### src/rtl/counter_timer_pkg.sv
// counter_timer_pkg: mode encodings and FSM state type shared by the timer core.
package counter_timer_pkg;
  localparam logic [1:0] MODE_WRAP    = 2'b00;
  localparam logic [1:0] MODE_SAT     = 2'b01;
  localparam logic [1:0] MODE_ONESHOT = 2'b10;
  localparam logic [1:0] MODE_RELOAD  = 2'b11;
  typedef enum logic [1:0] {ST_IDLE, ST_RUN, ST_DONE} state_e;
endpackage

### src/rtl/counter_timer_tick_prescaler.sv
// tick_prescaler: emits a tick every prescale+1 enabled cycles; count held at 0 while disabled.
module tick_prescaler #(
  parameter int W = 8
) (
  input  logic         clk,
  input  logic         reset,
  input  logic         en,
  input  logic         clr,
  input  logic [W-1:0] prescale,
  output logic         tick
);
  localparam logic [W-1:0] ONE = 1;
  logic [W-1:0] pre_cnt_q, pre_cnt_d;
  assign tick = en && (pre_cnt_q == prescale);
  always_comb pre_cnt_d = (!en || clr || tick) ? '0 : pre_cnt_q + ONE;
  always_ff @(posedge clk)
    if (reset) pre_cnt_q <= '0;
    else pre_cnt_q <= pre_cnt_d;
endmodule

### src/rtl/counter_timer.sv
// counter_timer: prescaled up/down timer with terminal-count modes, PWM compare and blink tap.
module counter_timer
  import counter_timer_pkg::*;
#(
  parameter int WIDTH      = 8,
  parameter int PRESCALE_W = 8,
  parameter int BLINK_BIT  = WIDTH - 1
) (
  input  logic                  clk,
  input  logic                  reset,
  input  logic                  start,
  input  logic                  stop,
  input  logic                  load,
  input  logic [WIDTH-1:0]      load_value,
  input  logic [WIDTH-1:0]      limit,
  input  logic [PRESCALE_W-1:0] prescale,
  input  logic [1:0]            mode,
  input  logic                  dir,
  input  logic [WIDTH-1:0]      compare,
  output logic [WIDTH-1:0]      counter,
  output logic                  tc,
  output logic                  running,
  output logic                  done,
  output logic                  pwm,
  output logic                  blink
);
  localparam logic [WIDTH-1:0] ONE = 1;
  state_e state_q, state_d;
  logic [WIDTH-1:0] counter_q, counter_d;
  logic tc_q, tc_d, tick, ev, term;
  tick_prescaler #(.W(PRESCALE_W)) u_pre (
    .clk      (clk),
    .reset    (reset),
    .en       (state_q == ST_RUN),
    .clr      (load | stop),
    .prescale (prescale),
    .tick     (tick)
  );
  // a tick is swallowed by a load or by a stop that pauses the timer this cycle
  always_comb begin
    ev = tick && !stop && !load;
    term = dir ? (counter_q == '0) : (counter_q == limit);
    tc_d = ev && term;
    counter_d = load ? load_value
              : (ev && !term) ? (dir ? counter_q - ONE : counter_q + ONE)
              : !ev ? counter_q
              : mode == MODE_WRAP ? (dir ? limit : '0)
              : mode == MODE_RELOAD ? load_value
              : counter_q;
    state_d = state_q;
    case (state_q)
      ST_IDLE: state_d = (start && !stop) ? ST_RUN : ST_IDLE;
      ST_RUN:  state_d = stop ? ST_IDLE : (tc_d && mode == MODE_ONESHOT) ? ST_DONE : ST_RUN;
      ST_DONE: state_d = (start && !stop) ? ST_RUN : load ? ST_IDLE : ST_DONE;
      default: state_d = ST_IDLE;
    endcase
  end
  always_ff @(posedge clk)
    if (reset) begin
      state_q   <= ST_IDLE;
      counter_q <= '0;
      tc_q      <= 1'b0;
    end else begin
      state_q   <= state_d;
      counter_q <= counter_d;
      tc_q      <= tc_d;
    end
  assign counter = counter_q;
  assign tc      = tc_q;
  assign running = state_q == ST_RUN;
  assign done    = state_q == ST_DONE;
  assign pwm     = counter_q < compare;
  assign blink   = counter_q[BLINK_BIT];
endmodule

### config.mk
export PLATFORM = sky130hd
export DESIGN_NAME = counter_timer
export DESIGN_NICKNAME = d
export VERILOG_FILES = /design/src/rtl/counter_timer_pkg.sv /design/src/rtl/counter_timer_tick_prescaler.sv /design/src/rtl/counter_timer.sv
export SDC_FILE = /design/constraint.sdc
export NUM_CORES = 1
export LEC_CHECK = 0
export ABC_AREA = 1
export BUFFER_PORTS_ARGS = -buffer_cell sky130_fd_sc_hd__clkbuf_2
export CORE_UTILIZATION = 58
export DETAILED_ROUTE_END_ITERATION = 8
export PLACE_DENSITY = 0.91
export SETUP_SLACK_MARGIN = 0.02
export SYNTH_ARGS = -nofsm -noshare
export SYNTH_HDL_FRONTEND = slang
export SYNTH_HIERARCHICAL = 1
export SYNTH_SLANG_ARGS = --single-unit
### constraint.sdc
create_clock -name clk -period 4.13 [get_ports clk]
set_input_delay 0.2065 -clock clk [delete_from_list [all_inputs] [get_ports clk]]
set_output_delay 0.2065 -clock clk [all_outputs]
set_load 0.005 [all_outputs]
After elaboration in Yosys (flattened, before gate mapping):

Cells that the tools add are included.

* register bits: 19
* bits in latches: 0
* RAM bits: 0
* memory bits (read-only): 0
* input port bits: 40
* output and inout bits: 13
* logic and storage cells: 49
* memories kept: 0

* $add $sub $neg: 3
* multiply operators: 0
* div/mod/pow operators: 0
* order comparisons: 1
* equality and inequality tests: 6
* shift-type cells: 0
* mux-type cells: 14
* bitwise logic cells: 1
* reductions and logical operators: 20

Operators by type and width (number)
* $mux 8: 7
* $add 8x1->8 const B: 2
* $eq 8x8->1: 2
* $logic_not 8->1: 1
* $lt 8x8->1: 1
* $mux 2: 4
* $sub 8x1->8 const B: 1
* $logic_and 1x1->1: 7
* $eq 2x2->1 const B: 3
* $pmux 2 s3: 1
* $logic_not 1->1: 4
* $logic_not 2->1: 2
* $reduce_bool 4->1: 1
* $reduce_bool 3->1: 1
* $eq 2x1->1 const B: 1
* $logic_or 1x1->1: 2
* $mux 1: 2
* $reduce_and 2->1: 1
* $reduce_or 2->1: 1
* $or 1x1->1: 1

Depth between registers and ports, before layout:

* depth after elaboration: 9
* mapped depth: 15

Hierarchy:

The synthesis kept the hierarchy.

Modules (own cells, without submodules)
* counter_timer: times used 1, cells each 246, area an instance 1471.4 um2, seq. area each 220.2 um2
* tick_prescaler: times used 1, cells each 88, area an instance 534.3 um2, seq. area each 160.2 um2

Worst setup path after synthesis:

OpenSTA, ideal clock, no wires.

* kind: reg-to-reg
* start: reg state_q[0]
* end: reg counter_q[0], in the netlist counter[0]
* library setup time: 65 ps
* arrival: 1785 ps
* data required time: 4065 ps
* slack: 2280 ps
* cell stages (with the launch flop): 14
* path buffers: 1
* period minus slack after synthesis: 1850 ps
* cell sequence: dfxtp_1 -> inv_1 -> nor2_1 -> nand2_1 -> nor2_1 -> nand2_1 -> nor3_1 -> nand2_1 -> nor2_1 -> clkbuf_1 -> nand3_1 -> a21oi_1 -> nor2_1 -> nor2_1

* longest elaborated chain between the ends: 7
* elaborated cells on any way between the ends: 10

Ends and longest elaborated chain
* start: declaration: line counter_timer.sv:28 `state_e state_q, state_d;`
* start signal: assignment: line counter_timer.sv:64 `state_q <= state_d;`
* $eq 2x1->1 (*)
* named net running: line counter_timer.sv:22 `output logic running,`
* $logic_and 1x1->1 (*): line counter_timer_tick_prescaler.sv:14 `assign tick = en && (pre_cnt_q == prescale);`
* named net tick: line counter_timer.sv:30 `logic tc_q, tc_d, tick, ev, term;`
* $logic_and 1x1->1 (*) (2 in series): line counter_timer.sv:41 `ev = tick && !stop && !load;`
* $logic_and 1x1->1: line counter_timer.sv:45 `: (ev && !term) ? (dir ? counter_q - ONE : counter_q + ONE)`
* $reduce_bool 4->1 (no line) (tied with other cells)
* $reduce_and 2->1 (no line) or $mux 8 (tied branches)
* end signal: assignment: line counter_timer.sv:65 `counter_q <= counter_d;`
* end: declaration: line counter_timer.sv:29 `logic [WIDTH-1:0] counter_q, counter_d;`

The timed path passes the listed nets; every way through them passes the cells marked *.
A chain may end at the register's enable or synchronous reset.

Worst setup path after layout:

* start: reg state_q[0]
* end: reg counter_q[5], in the netlist counter[5]

* longest elaborated chain between the ends: 7
* elaborated cells on any way between the ends: 10

Ends and longest elaborated chain
* $eq 2x1->1 (*): line counter_timer.sv:34 `.en (state_q == ST_RUN),`
* $logic_and 1x1->1 (*): line counter_timer_tick_prescaler.sv:14
* named net tick: line counter_timer.sv:30
* $logic_and 1x1->1 (*) (2 in series): line counter_timer.sv:41
* $logic_and 1x1->1: line counter_timer.sv:45
* $reduce_bool 4->1 (no line) (tied with other cells)
* $reduce_and 2->1 (no line) or $mux 8 (tied branches)

Marked as above.

==> flow_summary.ini <==
[yosys]
synth_warnings = 6
syn_area_per_cell_um2 = 6.01
syn_area_um2 = 2010
synth_nets = 391
synth_edf_count = 0
ys_seq_area_share_pct = 19.0
synth-async-reset-ratio_pct = 0
synth.distinct_cells = 31
synthCells = 334
synth_flop_cell = dfxtp_1
ys_ff_latch = 19

[clock_network]
insertion_delay_ns = 0.30
numCtsBuffers = 3
ctsHoldBuffers = 0
cts_resized = 0
cts_tree = yes
cts-root-buf = clkbuf_4
htree_num_levels = 1
cts_sinks = 19
path_clk_slew_ns = 0.12
cts_setup_buffers = 0
clockBufferDepth = 2

[timing]
finalClockSkew_ns = 0.00156
setup_violations = 0
fin_crit_sh_pct = 59.8
rsz0062_at_grt = false
fin_setup_tns_ns = 0
worst_pin_slew_ns = 0.712
max_slew_margin_pct = 52.4
finalMaxSlewViolations = 0
fin_crit_ns = 2.47
max_freq_mhz = 405
hold_viol_final = 0

[global_routing]
grt-ovfl-total = 0
grt_pass1_wl_um = 7930
grt_start_max_net_pins = 14
grt_pass1_vias = 1885
grt_usage_pct = 28.5
antenna_found_initial = 0

[setup_path]
worstSetupStartpointType = flop
crit_arrival_ns = 2.69
cp_max_fo = 11
end_kind = flop
crit_type = flop to flop
worstPathRequired_ns = 4.35
r2r_slack_ns = 1.66

[placed_design]
gp_congestion = 0.950
numPortBuffers = 52
dp.cells = 423
placed_area_um2 = 2290
hpwl_um = 3940

[cells_and_area]
fin_cells = 427
area_growth_pct = 15.5
num_antenna_cells = 0
layout_common_cells = 83 x nand2_1, 56 x inv_1, 52 x clkbuf_2
layout_commonest_cell = nand2_1
final_area_um2 = 2320
nets = 441
drive_above_1_share_pct = 18.5

[die]
die_w_um = 60.8
initial_core_util_pct = 63.1
core-area_um2 = 3180
die_area_um2 = 3700
fp-row-count = 20
die_y_um = 60.8
ios = 53

[run]
drv_cap = 0

[status]
status = completed

[power]
powerDensity_nw_per_um2 = 194
leakage_nw = 1.27
vdd_drop_max_mv = 0.253

[drt]
drt-wirelength-per-cell_um = 11.5
drt_iter0_drc = 173
drc_errors = 0
dr.pass1.iters = 5
ant_nets = 0
via_per_inst = 5.19
num_vias = 2217
wl_um = 4920

[hold_path]
hp-class = input port to flop
[final cells by class]
cell class              instances  area, µm²
clock buffers                   3       22.5
clock inverters                 1       7.51
fillers                       282        862
inverters                      59        221
multi-input cells             249       1370
flip-flops and latches         19        380
well taps                      44       55.1
repair buffers                 52        260
[kinds of logic (layout without fill, tap and decap cells)]
logic type / after synthesis / in the layout / synth area share [%]
and+or+nand+nor: 181 / 181 / 39.7
xor gates and xnor gates: 17 / 17 / 7.42
DFF: 19 / 19 / 19.0
buffers and inverters: 66 / 115 / 12.8
AOI/OAI and AO/OA: 34 / 34 / 10.2
adders and majority gates: 17 / 17 / 11.0
[worst paths after layout]
kind / start / to / cells after the start
setup / recovery: state_q[0] / counter[5] / 15
hold / removal: start / state_q[0] / 3
setup reg to reg: state_q[0] / counter[5] / 15
hold reg to reg: u_pre/pre_cnt_q[0] / u_pre/pre_cnt_q[0] / 1
[power by group]
| group | total, mW | switching, mW | internal (mW) |
|---|---|---|---|
| combinational | 0.150 | 0.0853 | 0.0645 |
| sequential | 0.199 | 0.0104 | 0.188 |
| clock | 0.101 | 0.0639 | 0.0369 |
| total | 0.449 | 0.160 | 0.290 |
[synthesized netlist by cell type (2+ instances only)]
cell / n / area share, %
nand3_1: 31 / 7.7
buf_4: 2 / 0.75
o22ai_1: 5 / 1.6
nand4_1: 2 / 0.62
a21o_1: 2 / 0.75
nand2_1: 83 / 16
clkbuf_1: 4 / 0.75
nand3b_1: 2 / 0.75
xor2_1: 8 / 3.5
nor2_1: 47 / 8.8
a21oi_1: 18 / 4.5
inv_1: 56 / 10
nand3_2: 5 / 2.5
dfxtp_1: 19 / 19
nand2_2: 2 / 0.62
nor2_2: 2 / 0.62
ha_1: 16 / 10
o21ai_0: 5 / 1.2
or2_1: 2 / 0.62
nor3_1: 2 / 0.50
xnor2_1: 9 / 3.9
inv_2: 3 / 0.56
[stage by stage]
stage | hold slack, ns | utilization (%) | setup slack [ns] | power [mW]
detailed placement | 0.478 | 71.9 | 1.81 | 0.350
CTS | 0.153 | 72.9 | 1.74 | 0.449
finish | 0.154 | 72.9 | 1.66 | 0.449
global placement | 0.467 | 71.9 | 1.89 | 0.345
floorplan | 0.285 | - | 2.28 | 0.300
global route | 0.167 | 72.9 | 1.41 | 0.480
[worst max-delay path: stages, from the launching register on]
cell and delay [ns]:
dfxtp_1 0.35, inv_1 0.05, nor2_1 0.25, nand2_1 0.09, nor2_1 0.10, nand2_1 0.06
nor3_1 0.15, nand2_1 0.11, nor2_1 0.56, nand3_2 0.28, nand2_1 0.12, nand2_1 0.05
nand2_1 0.06, nand3_1 0.07, nand2_1 0.06, inv_1 0.03
[sequential cells by signal (all words and copies together), names as in the netlist]
signal / flops
counter: 8
state_q: 2
u_pre/pre_cnt_q: 8
tc: 1
[metal layers]
metal | vias up | share of wire (%) | GRT usage (%)
li1 | 1145 | - | -
met1 | 954 | 45 | 38.3
met2 | 110 | 44 | 47.3
met3 | 8 | 9.5 | 6.18
met4 | 0 | 1.0 | 5.19
met5 | - | 0 | 0
Note: power is estimated with default switching activity, not from simulation.
